===== config.mk =====
export PLATFORM = sky130hd
export DESIGN_NAME = idex_operand_stage
export DESIGN_NICKNAME = d
export VERILOG_FILES = /design/src/rtl/idex_operand_stage.sv
export SDC_FILE = /design/constraint.sdc
export NUM_CORES = 1
export LEC_CHECK = 0
export ABC_AREA = 1
export BUFFER_PORTS_ARGS = -buffer_cell sky130_fd_sc_hd__buf_2
export CAP_MARGIN = 0
export CELL_PAD_IN_SITES_DETAIL_PLACEMENT = 1
export CELL_PAD_IN_SITES_GLOBAL_PLACEMENT = 2
export CORE_MARGIN = 10
export CORE_UTILIZATION = 25
export DETAILED_ROUTE_END_ITERATION = 8
export PLACE_DENSITY_LB_ADDON = 0.1
export SYNTH_ARGS = -nofsm -noshare
export SYNTH_HDL_FRONTEND = slang
export SYNTH_SLANG_ARGS = --single-unit

===== constraint.sdc =====
create_clock -name clk_i -period 2.3 [get_ports clk_i]
set_input_delay 0.345 -clock clk_i [delete_from_list [all_inputs] [get_ports clk_i]]
set_output_delay 0.345 -clock clk_i [all_outputs]
set_load 0.02 [all_outputs]

===== src/rtl/idex_operand_stage.sv =====
// ID/EX pipeline register feeding the ALU: captures decoded instructions, forwards
// MEM/WB results onto the operands and inserts a single bubble on load-use.
module idex_operand_stage #(
    parameter int unsigned XLEN  = 32,
    parameter int unsigned RA_W  = 5,
    parameter int unsigned AOP_W = 6
) (
    input  logic             clk_i,
    input  logic             rst_ni,
    input  logic             id_valid_i,
    input  logic [RA_W-1:0]  id_rs1_addr_i,
    input  logic [RA_W-1:0]  id_rs2_addr_i,
    input  logic             id_rs1_used_i,
    input  logic             id_rs2_used_i,
    input  logic [XLEN-1:0]  id_datars1_i,
    input  logic [XLEN-1:0]  id_datars2_i,
    input  logic [XLEN-1:0]  id_imm_i,
    input  logic             id_use_imm_i,
    input  logic [RA_W-1:0]  id_rd_addr_i,
    input  logic             id_regwrite_i,
    input  logic             id_memread_i,
    input  logic             id_memwrite_i,
    input  logic [AOP_W-1:0] id_aluop_i,
    input  logic [RA_W-1:0]  mem_rd_addr_i,
    input  logic             mem_regwrite_i,
    input  logic [XLEN-1:0]  mem_data_i,
    input  logic [RA_W-1:0]  wb_rd_addr_i,
    input  logic             wb_regwrite_i,
    input  logic [XLEN-1:0]  wb_data_i,
    input  logic             mem_stall_i,
    input  logic             ex_flush_i,
    output logic [XLEN-1:0]  rr_datars1_o,
    output logic [XLEN-1:0]  rr_datars2_o,
    output logic [XLEN-1:0]  ex_store_data_o,
    output logic [AOP_W-1:0] ctrl_aluop_o,
    output logic [RA_W-1:0]  ex_rd_addr_o,
    output logic             ex_regwrite_o,
    output logic             ex_memread_o,
    output logic             ex_memwrite_o,
    output logic             ex_valid_o,
    output logic             id_stall_o
);

    typedef struct packed {
        logic             valid;
        logic [RA_W-1:0]  rs1_addr;
        logic [RA_W-1:0]  rs2_addr;
        logic             rs1_used;
        logic             rs2_used;
        logic [XLEN-1:0]  rs1_data;
        logic [XLEN-1:0]  rs2_data;
        logic [XLEN-1:0]  imm;
        logic             use_imm;
        logic [RA_W-1:0]  rd;
        logic             regwrite;
        logic             memread;
        logic             memwrite;
        logic [AOP_W-1:0] aluop;
    } stage_t;

    stage_t ex_q;
    stage_t ex_d;
    stage_t id_cap;
    logic   wb_hit_rs1;
    logic   wb_hit_rs2;
    logic   load_use;
    logic [XLEN-1:0] fwd_rs1;
    logic [XLEN-1:0] fwd_rs2;

    // Register file is not write-through, so catch the value being written this cycle.
    assign wb_hit_rs1 = wb_regwrite_i && (wb_rd_addr_i != '0) && (wb_rd_addr_i == id_rs1_addr_i);
    assign wb_hit_rs2 = wb_regwrite_i && (wb_rd_addr_i != '0) && (wb_rd_addr_i == id_rs2_addr_i);

    always_comb begin
        id_cap          = '0;
        id_cap.valid    = 1'b1;
        id_cap.rs1_addr = id_rs1_addr_i;
        id_cap.rs2_addr = id_rs2_addr_i;
        id_cap.rs1_used = id_rs1_used_i;
        id_cap.rs2_used = id_rs2_used_i;
        id_cap.rs1_data = wb_hit_rs1 ? wb_data_i : id_datars1_i;
        id_cap.rs2_data = wb_hit_rs2 ? wb_data_i : id_datars2_i;
        id_cap.imm      = id_imm_i;
        id_cap.use_imm  = id_use_imm_i;
        id_cap.rd       = id_rd_addr_i;
        id_cap.regwrite = id_regwrite_i;
        id_cap.memread  = id_memread_i;
        id_cap.memwrite = id_memwrite_i;
        id_cap.aluop    = id_aluop_i;
    end

    // A load in EX cannot forward yet; hold decode for one cycle.
    assign load_use = ex_q.valid && ex_q.memread && (ex_q.rd != '0) && id_valid_i &&
                      ((id_rs1_used_i && (id_rs1_addr_i == ex_q.rd)) ||
                       (id_rs2_used_i && (id_rs2_addr_i == ex_q.rd)));
    assign id_stall_o = load_use && !ex_flush_i;

    // Flush beats stall, stall beats hazard bubble, otherwise capture decode.
    always_comb begin
        ex_d = ex_q;
        if (ex_flush_i) begin
            ex_d = '0;
        end else if (mem_stall_i) begin
            ex_d = ex_q;
        end else if (id_stall_o || !id_valid_i) begin
            ex_d = '0;
        end else begin
            ex_d = id_cap;
        end
    end

    always_ff @(posedge clk_i or negedge rst_ni) begin
        if (!rst_ni) begin
            ex_q <= '0;
        end else begin
            ex_q <= ex_d;
        end
    end

    // MEM result is younger than WB, so it wins; x0 never forwards.
    function automatic logic [XLEN-1:0] forward(input logic            used,
                                                input logic [RA_W-1:0] rs,
                                                input logic [XLEN-1:0] raw);
        logic [XLEN-1:0] val;
        val = raw;
        if (used && (rs != '0)) begin
            if (mem_regwrite_i && (mem_rd_addr_i == rs)) begin
                val = mem_data_i;
            end else if (wb_regwrite_i && (wb_rd_addr_i == rs)) begin
                val = wb_data_i;
            end
        end
        return val;
    endfunction

    assign fwd_rs1 = forward(ex_q.rs1_used, ex_q.rs1_addr, ex_q.rs1_data);
    assign fwd_rs2 = forward(ex_q.rs2_used, ex_q.rs2_addr, ex_q.rs2_data);

    assign rr_datars1_o    = fwd_rs1;
    assign rr_datars2_o    = ex_q.use_imm ? ex_q.imm : fwd_rs2;
    assign ex_store_data_o = fwd_rs2;
    assign ctrl_aluop_o    = ex_q.aluop;
    assign ex_rd_addr_o    = ex_q.rd;
    assign ex_regwrite_o   = ex_q.regwrite;
    assign ex_memread_o    = ex_q.memread;
    assign ex_memwrite_o   = ex_q.memwrite;
    assign ex_valid_o      = ex_q.valid;

endmodule

==> flow_metrics.py, run 1 <==
metrics = {
    "outcome": {
        "status": "finished with violations",
        "violations": "negative setup slack",
    },
    "floorplan": {
        "num_io_pins": 316,
        "die_y_um": 211,
        "core_area_um2": 35700,
        "rows": 69,
        "fp.dieW_um": 211,
        "initial_core_util_pct": 25.4,
        "fp.dieArea_um2": 44400,
    },
    "synthesis": {
        "yosysUniqueCellTypes": 25,
        "ys_seq_area_share_pct": 34.1,
        "netlist_area_um2": 9090,
        "avgSynthCellArea_um2": 5.91,
        "syn-num-nets": 1742,
        "ys_seq_elements": 124,
        "ys_top_cells_by_area": "dfrtp_1 (34%), nand2_1 (28%), nor2_1 (9.1%)",
        "ys_warn_count": 0,
        "synth_top_area_share_pct": 34.1,
        "syn_inst": 1538,
        "synth_top_cell_by_area": "dfrtp_1",
    },
    "global_route": {
        "grt.total_usage_pct": 20.3,
        "grt_start_max_net_pins": 88,
        "grt_overflow": 0,
        "antenna_found_initial": 11,
        "grt_pass1_wl_um": 69400,
        "grt_pass1_vias": 11600,
    },
    "worst_setup_path": {
        "crit_path_max_fanout": 5,
        "regToRegEndpoint": "ex_q[43]$_DFFE_PN0P_",
        "critical_path.top_delay_family": "simple AND/OR/NAND/NOR gates",
        "cp_common_cell": "nand2_4",
        "worstPathBufferInverterCount": 4,
        "end_kind": "primary output",
        "r2r.worst_path.cells": 8,
        "cp.arrival_ns": 2.28,
        "worst_path_max_delay_cell": "dfrtp_2",
        "reg2reg_slack_ns": 0.41,
        "start_kind": "flop",
        "required_ns": 1.96,
        "path_class": "reg -> out",
        "crit_path_max_incr_delay_ns": 0.45,
        "path_cells": "inv_1, nand2_1, a21oi_1, nand3_2, nand2_4, nand2_8, buf_12, buf_16, nand2_4, nand3_1, nand2_2, buf_6",
        "reg2reg_from": "ex_rd_addr_o[4]$_DFFE_PN0P_",
        "setup.worst_path.start": "ex_q[117]$_DFFE_PN0P_",
    },
    "drt": {
        "avgViaCountPerCell": 4.70,
        "drt_iter0_markers": 490,
        "antenna_left": 0,
        "drc": 0,
        "drt_first_pass_iters": 5,
        "wl_met2_um": 24500,
        "wirelength_met1_um": 21000,
        "topRoutingLayerUsed": "met5",
        "via_count": 11000,
        "wl_um": 49600,
        "routedWlPerCell_um": 21.3,
        "wl_met3_um": 3140,
    },
    "timing": {
        "rsz0062_at_grt": "yes",
        "hold-worst-slack_ns": 0.0839,
        "fin_crit_sh_pct": 114,
        "final-setup-viol-count": 96,
        "clock.fmax_ghz": 0.381,
        "fin_crit_ns": 2.63,
        "finClkSkew_ns": 0.00808,
        "tightest_slew_ns": 0.611,
        "hold_viol": 0,
        "slew-limit-headroom_pct": 59.3,
        "setup_ws_ns": -0.328,
        "drv_slew": 0,
    },
    "layout": {
        "n_fill_cell": 4532,
        "drive_gt1_share_pct": 37.0,
        "area_growth_pct": 55.9,
        "multi_input_area_um2": 5980,
        "most-common-layout-cells": "nand2_1 (576), buf_2 (218), nor2_1 (171)",
        "finalNetCount": 2055,
        "regArea_um2": 3110,
        "final_util_pct": 39.6,
        "layout_commonest_cell": "nand2_1",
    },
    "placed_design": {
        "post-place-ws_ns": -0.0402,
        "gp_congestion": 0.859,
        "dp_hpwl_um": 33600,
        "port_buffers": 315,
    },
    "clock_network": {
        "cts_tree": "done",
        "cts.sinks": 124,
        "cts-root-buf": "clkbuf_16",
        "path_clk_slew_ns": 0.06,
        "h-tree-depth": 4,
        "cts_buffers": 17,
        "clock_tree.buffer_depth": 2,
        "clk-insertion-delay-late_ns": 0.46,
    },
    "job": {
        "maxCapViolCount": 0,
    },
    "min_path": {
        "hold_path_class": "in -> reg",
        "hold_depth": 3,
        "hp-start": "id_aluop_i[3]",
        "whs_endpoint": "ctrl_aluop_o[3]$_DFFE_PN0P_",
    },
    "power": {
        "power.density_nw_per_um2": 477,
        "irDropWorstVdd_v": 0.000567,
        "p_leak_nw": 7.62,
    },
}
-- cell usage after synthesis, drive strengths merged --
library cell and number:
nor3 6, nand3 77, inv 139, xnor2 4
buf 66, and2 32, clkbuf 33, nand4 34
xor2 4, o22ai 1, dfrtp 124, nand2 670
a21boi 1, nor2 223, a21oi 37, o21ai 87
-- stage by stage --
stage / setup TNS, ns / total power [mW] / std cells / area, um2
3_5_place_dp: -0.377 / 3.61 / 2260 / 11400
5_1_grt: -37.44 / 7.08 / 2326 / 14200
3_3_place_gp: -0.406 / 3.60 / 2260 / 11400
2_1_floorplan: 0 / 2.96 / 1538 / 9090
4_1_cts: -23.38 / 6.65 / 2302 / 12700
6_report: -24.20 / 6.76 / 2330 / 14200
-- where the power goes --
part	leakage [nW]	internal (mW)	switching, mW
clock	0.290	1.78	1.10
combinational	5.65	0.628	0.931
sequential	1.68	2.27	0.0641
-- per-layer routing --
metal | vias up | global-route usage, %
met3 | 53 | 6.48
met4 | 10 | 4.22
met5 | - | 0
met2 | 250 | 34.6
li1 | 5327 | -
met1 | 5319 | 24.6
-- sequential cells by signal, indices dropped and copies added, names as in the netlist --
| name | cells |
|---|---|
| ex_valid_o | 1 |
| ex_memread_o | 1 |
| ex_regwrite_o | 1 |
| ex_q | 109 |
| ex_memwrite_o | 1 |
| ctrl_aluop_o | 6 |
| ex_rd_addr_o | 5 |
-- tightest hold or removal path: cells and delay by family --
kind / cells / cell delay, ns
simple gates: 2 / 0.08
buf+inv: 1 / 0.07
-- how the worst max path moves through the flow --
stage / to / slack [ns] / depth (start not counted)
2_1_floorplan: rr_datars1_o[10] / 0.35 / 8
3_3_place_gp: ex_store_data_o[30] / -0.04 / 10
3_5_place_dp: ex_store_data_o[22] / -0.04 / 10
4_1_cts: rr_datars2_o[12] / -0.33 / 12
5_1_grt: rr_datars2_o[24] / -0.45 / 12
6_report: rr_datars2_o[24] / -0.33 / 12
-- final cells by class --
class	count	share of cell area, %
sequential	124	22.0
timing repair buffer	393	23.7
tap	461	4.07
clock inverter	7	0.795
clock buffer	24	3.40
inverter	139	3.74
multi-input combinational	1176	42.2
antenna	6	0.106
-- logic make-up (layout without fill, tap and decap cells) --
kind of cell           Yosys count  after routing  share of synthesized area (%)
AO/OA/AOI/OAI                  126            126                           7.02
XOR/XNOR                         8              8                          0.771
buffers and inverters          238            563                           11.8
flip-flops                     124            124                           34.1
other                            0              6                              0
AND/OR/NAND/NOR               1042           1042                           46.3
-- timing repair --
action,in CTS,in global routing
pin swaps,22,100
hold buffers,1,0
setup buffers,9,5
hold endpoints to repair,48,0
resized for setup,186,295
gates cloned,3,18
setup endpoints to repair,96,97
No activity file was read; power rests on OpenSTA's default activity.
==> inputs of run 2 (changes only) <==
--- a/config.mk
+++ b/config.mk
@@ -15,3 +15,3 @@
 export DETAILED_ROUTE_END_ITERATION = 8
-export PLACE_DENSITY_LB_ADDON = 0.1
+export PLACE_DENSITY = 0.79
 export SYNTH_ARGS = -nofsm -noshare
==> constraint.sdc (replaced) <==
create_clock -name clk_i -period 2.3 [get_ports clk_i]
set_input_delay 0.23 -clock clk_i [delete_from_list [all_inputs] [get_ports clk_i]]
set_output_delay 0.23 -clock clk_i [all_outputs]
set_load 0.02 [all_outputs]
==> flow_metrics.py, run 2 (synthesis results as in run 1) <==
metrics = {
    "drt": {
        "antenna_left": 0,
        "avgViaCountPerCell": 4.68,
        "drt_first_pass_iters": 5,
        "drc": 0,
        "drt_iter0_markers": 503,
        "wl_um": 47200,
        "routedWlPerCell_um": 19.9,
        "via_count": 11100,
    },
    "worst_setup_path": {
        "reg2reg_from": "ex_rd_addr_o[4]$_DFFE_PN0P_",
        "worst_path_max_delay_cell": "dfrtp_2",
        "required_ns": 2.07,
        "crit_end": "rr_datars2_o[14]",
        "r2r.worst_path.cells": 8,
        "worstPathBufferInverterCount": 4,
        "start_kind": "flop",
        "cp.arrival_ns": 2.23,
        "cp.depth": 13,
        "setup.worst_path.start": "ex_q[117]$_DFFE_PN0P_",
        "crit_path_max_fanout": 6,
        "end_kind": "primary output",
        "path_cells": "buf_6, nand2_2, nand2_2, nor2_4, nand3_4, buf_12, buf_16, nor2_2, nor2_1, nand2_1, nand3_1, nand2_1, buf_6",
        "reg2reg_slack_ns": 0.41,
        "crit_path_max_incr_delay_ns": 0.43,
        "path_class": "reg -> out",
        "critical_path.top_delay_family": "simple AND/OR/NAND/NOR gates",
        "regToRegEndpoint": "ex_q[52]$_DFFE_PN0P_",
    },
    "timing": {
        "clock.fmax_ghz": 0.407,
        "slew-limit-headroom_pct": 58.3,
        "hold_viol": 0,
        "final-setup-viol-count": 96,
        "finClkSkew_ns": 0.00885,
        "rsz0062_at_grt": "yes",
        "tns_ns": -8.22,
        "hold-worst-slack_ns": 0.0888,
        "fin_crit_ns": 2.46,
        "tightest_slew_ns": 0.621,
        "setup_ws_ns": -0.155,
        "fin_crit_sh_pct": 107,
        "drv_slew": 0,
    },
    "min_path": {
        "hold_depth": 5,
        "hp-start": "id_datars1_i[20]",
        "hold_path_class": "in -> reg",
    },
    "floorplan": {
        "fp.dieW_um": 211,
        "num_io_pins": 316,
        "rows": 69,
        "die_y_um": 211,
        "fp.dieArea_um2": 44400,
        "initial_core_util_pct": 25.4,
        "core_area_um2": 35700,
    },
    "outcome": {
        "violations": "negative setup slack",
        "status": "finished with violations",
    },
    "clock_network": {
        "h-tree-depth": 4,
        "cts_tree": "done",
        "clk-insertion-delay-late_ns": 0.45,
        "clock_tree.buffer_depth": 2,
        "cts_buffers": 17,
        "cts-root-buf": "clkbuf_16",
        "cts.sinks": 124,
        "path_clk_slew_ns": 0.06,
    },
    "placed_design": {
        "dp_hpwl_um": 32000,
        "port_buffers": 315,
        "place_area_um2": 11200,
        "post-place-ws_ns": 0.175,
        "dp_cells": 2249,
        "gp_congestion": 0.856,
    },
    "global_route": {
        "grt_start_max_net_pins": 87,
        "grt.total_usage_pct": 20.5,
        "grt_pass1_wl_um": 70400,
        "antenna_found_initial": 10,
        "grt_pass1_vias": 12100,
        "grt_overflow": 0,
    },
    "layout": {
        "n_fill_cell": 4594,
        "largest_reg_flops": 109,
        "fin_cells": 2367,
        "design_area_um2": 14100,
        "area_growth_pct": 55.1,
        "finalNetCount": 2092,
        "drive_gt1_share_pct": 31.8,
        "final_util_pct": 39.4,
        "layout_commonest_cell": "nand2_1",
        "most-common-layout-cells": "nand2_1 (623), buf_2 (221), nor2_1 (163)",
        "top_register": "ex_q",
    },
    "job": {
        "maxCapViolCount": 0,
    },
    "power": {
        "p_leak_nw": 7.68,
        "power_mw": 6.64,
        "irDropWorstVdd_v": 0.000507,
        "power.density_nw_per_um2": 471,
    },
}
-- run 2: changes by cell type in the layout (fill, tap and decap cells not counted), moves of 9 or more --
| cell | change |
|---|---|
| buf_4 | +11 |
| dlygate4sd3_1 | +49 |
| nand3_2 | -19 |
| nand3_1 | +21 |
| nand2_4 | -9 |
| nand2_1 | +47 |
| nand2_2 | -37 |
| buf_6 | -20 |
-- run 2: report_power, final --
part           switching [mW]  total [mW]  internal (mW)
clock network            1.09        2.79           1.70
logic                   0.897        1.52          0.627
registers              0.0626        2.33           2.27
-- run 2: what timing repair did --
action	4_1_cts	5_1_grt
pin swaps	36	59
hold endpoints to repair	81	0
gates cloned	8	7
setup buffers	11	7
gates resized for setup	273	134
setup endpoints to repair	96	96
hold buffers	50	0
-- run 2: final cells by class --
class	count	area, um2	area share [%]
diodes	6	15.0	0.107
clock buffers	24	492	3.49
clock inverters	7	87.6	0.621
inverters	139	534	3.79
multi-input cells	1176	5680	40.3
flip-flops and latches	124	3110	22.1
well taps	461	577	4.09
repair buffers	430	3600	25.5
-- run 2: worst min-delay path by stage --
stage,endpoint,slack (ns)
2_1_floorplan,ctrl_aluop_o[0]$_DFFE_PN0P_,-0.07
3_3_place_gp,ex_q[104]$_DFFE_PN0P_,0.16
3_5_place_dp,ex_q[107]$_DFFE_PN0P_,0.17
4_1_cts,ex_q[73]$_DFFE_PN0P_,0.06
5_1_grt,ex_q[101]$_DFFE_PN0P_,0.11
6_report,ex_q[99]$_DFFE_PN0P_,0.09
-- run 2: per-layer routing --
layer	track usage, %	wire length (um)	vias to the layer above
li1	-	-	5409
met5	0	78	-
met2	35.3	23000	285
met4	5.74	788	10
met1	24.9	20600	5325
met3	5.16	2820	53
-- run 2: tightest hold or removal path, cell delays in order --
cell and delay [ns]:
buf_2 0.07, nand2_1 0.04, o21ai_0 0.06, nand2_1 0.05
nand2_1 0.05
==> inputs of run 3 (changes only) <==
clock period = 2.5 ns   (was 2.3 ns; I/O delays follow)
==> flow_metrics.py, run 3 (synthesis results as in run 1) <==
metrics = {
    "clock_network": {
        "cts_tree": "done",
        "clk-insertion-delay-late_ns": 0.45,
        "cts-root-buf": "clkbuf_16",
        "cts_buffers": 17,
        "clock_tree.buffer_depth": 2,
        "cts.sinks": 124,
        "path_clk_slew_ns": 0.06,
        "h-tree-depth": 4,
    },
    "floorplan": {
        "die_y_um": 211,
        "core_area_um2": 35700,
        "num_io_pins": 316,
        "fp.dieArea_um2": 44400,
        "fp.dieW_um": 211,
        "rows": 69,
        "initial_core_util_pct": 25.4,
    },
    "worst_setup_path": {
        "required_ns": 2.25,
        "crit_path_max_fanout": 7,
        "path_class": "reg -> out",
        "start_kind": "flop",
        "r2r.worst_path.cells": 8,
        "cp.arrival_ns": 2.22,
        "reg2reg_slack_ns": 0.55,
        "end_kind": "primary output",
        "regToRegEndpoint": "ex_q[38]$_DFFE_PN0P_",
        "reg2reg_from": "ex_rd_addr_o[4]$_DFFE_PN0P_",
    },
    "power": {
        "irDropWorstVdd_v": 0.000490,
        "power.density_nw_per_um2": 464,
        "p_leak_nw": 7.47,
    },
    "global_route": {
        "grt_pass1_vias": 12000,
        "grt_pass1_wl_um": 70100,
        "grt.total_usage_pct": 20.4,
        "antenna_found_initial": 7,
        "grt_start_max_net_pins": 87,
        "grt_overflow": 0,
    },
    "layout": {
        "area_growth_pct": 47.3,
        "drive_gt1_share_pct": 28.2,
        "n_fill_cell": 4655,
        "largest_reg_flops": 109,
        "finalNetCount": 2077,
        "top_register": "ex_q",
        "layout_commonest_cell": "nand2_1",
        "most-common-layout-cells": "nand2_1 (613), buf_2 (249), nor2_1 (212)",
    },
    "min_path": {
        "hold_path_class": "in -> reg",
        "hp-start": "id_rd_addr_i[1]",
        "whs_endpoint": "ex_rd_addr_o[1]$_DFFE_PN0P_",
        "hold_depth": 3,
    },
    "timing": {
        "finClkSkew_ns": 0.0100,
        "slew-limit-headroom_pct": 52.1,
        "hold-worst-slack_ns": 0.0212,
        "hold_viol": 0,
        "fin_crit_ns": 2.47,
        "final-setup-viol-count": 0,
        "fin_crit_sh_pct": 98.8,
        "rsz0062_at_grt": "yes",
        "setup_ws_ns": 0.0310,
        "clock.fmax_ghz": 0.405,
        "tightest_slew_ns": 0.714,
        "tns_ns": 0,
        "drv_slew": 0,
    },
    "drt": {
        "via_count": 11100,
        "avgViaCountPerCell": 4.74,
        "antenna_left": 0,
        "routedWlPerCell_um": 20.5,
        "wl_um": 48100,
        "drc": 0,
        "drt_first_pass_iters": 5,
        "drt_iter0_markers": 589,
    },
    "outcome": {
        "status": "finished clean",
    },
    "placed_design": {
        "gp_congestion": 0.828,
        "port_buffers": 315,
        "dp_hpwl_um": 32900,
        "post-place-ws_ns": 0.288,
    },
    "job": {
        "maxCapViolCount": 0,
    },
}
==> run 3: cell types whose count changed in the layout (fill, tap and decap cells not counted), moves of 7 or more <==
cell	delta
buf_2	+28
nor2_2	-28
nor2_1	+49
buf_6	-18
a21oi_2	-16
nand2_4	+8
and2_4	-14
a21oi_1	+23
dlygate4sd3_1	-9
and2_1	+14
buf_12	-11
nand2_1	-10
a21oi_4	-7
nor2_4	-21
==> run 3: what timing repair did <==
action	CTS	global route
hold buffers	41	0
endpoints found under the hold margin	92	0
pin swaps	8	39
setup endpoints to repair	78	96
gates cloned	1	13
resized for setup	24	229
setup buffers	5	8
==> run 3: layout make-up <==
cell class | instances | area [um2] | share of cell area, %
Inverter | 139 | 527 | 3.93
Clock inverter | 14 | 195 | 1.46
Sequential cell | 124 | 3110 | 23.2
Timing Repair Buffer | 415 | 3150 | 23.6
Multi-Input combinational cell | 1176 | 5370 | 40.1
Tap cell | 461 | 577 | 4.31
Clock buffer | 18 | 439 | 3.28
Antenna cell | 4 | 10.0 | 0.0748
==> run 3: worst max-delay path, stage by stage (launching register included) <==
cell and delay [ns]:
dfrtp_2 0.44, buf_6 0.13, nand2_2 0.07, nand3_1 0.12
nor2_4 0.15, buf_12 0.15, buf_12 0.13, nand3_1 0.09
nand2_1 0.12, nand2_2 0.07, nand3_2 0.06, nand2_1 0.07
buf_4 0.16
==> run 3: report_power, final <==
part           total [mW]  internal (mW)  switching (mW)
combinational        1.30          0.505           0.798
clock                2.77           1.69            1.08
sequential           2.14           2.08          0.0551
total                6.21           4.28            1.93
==> run 3: worst max-delay path by stage <==
stage / start / to / slack, ns / depth (start not counted)
floorplan: ex_q[122]$_DFFE_PN0P_ / rr_datars1_o[10] / 0.65 / 8
global placement: ex_q[120]$_DFFE_PN0P_ / rr_datars1_o[13] / 0.28 / 10
detailed placement: ex_q[120]$_DFFE_PN0P_ / rr_datars1_o[14] / 0.29 / 10
CTS: ex_q[113]$_DFFE_PN0P_ / rr_datars2_o[13] / -0.008 / 12
global route: ex_q[113]$_DFFE_PN0P_ / rr_datars2_o[26] / -0.08 / 12
finish: ex_q[113]$_DFFE_PN0P_ / rr_datars2_o[7] / 0.03 / 12
==> run 3: routing by layer <==
metal  vias up  track usage (%)  share of wire (%)
met5         -                0              0.096
met4         8             5.62                2.2
li1       5362                -                  -
met3        59             5.19                6.1
met2       298             34.7                 48
met1      5405             25.0                 44
==> run 3: per-stage QoR <==
stage               total power [mW]  utilization [%]  instances  instance area [um2]
floorplan                       2.73                -       1538                 9090
global placement                3.28             31.2       2250                11200
global route                    6.51             37.4       2348                13400
finish                          6.21             37.5       2351                13400
detailed placement              3.29             31.2       2250                11200
CTS                             6.17             34.5       2328                12300
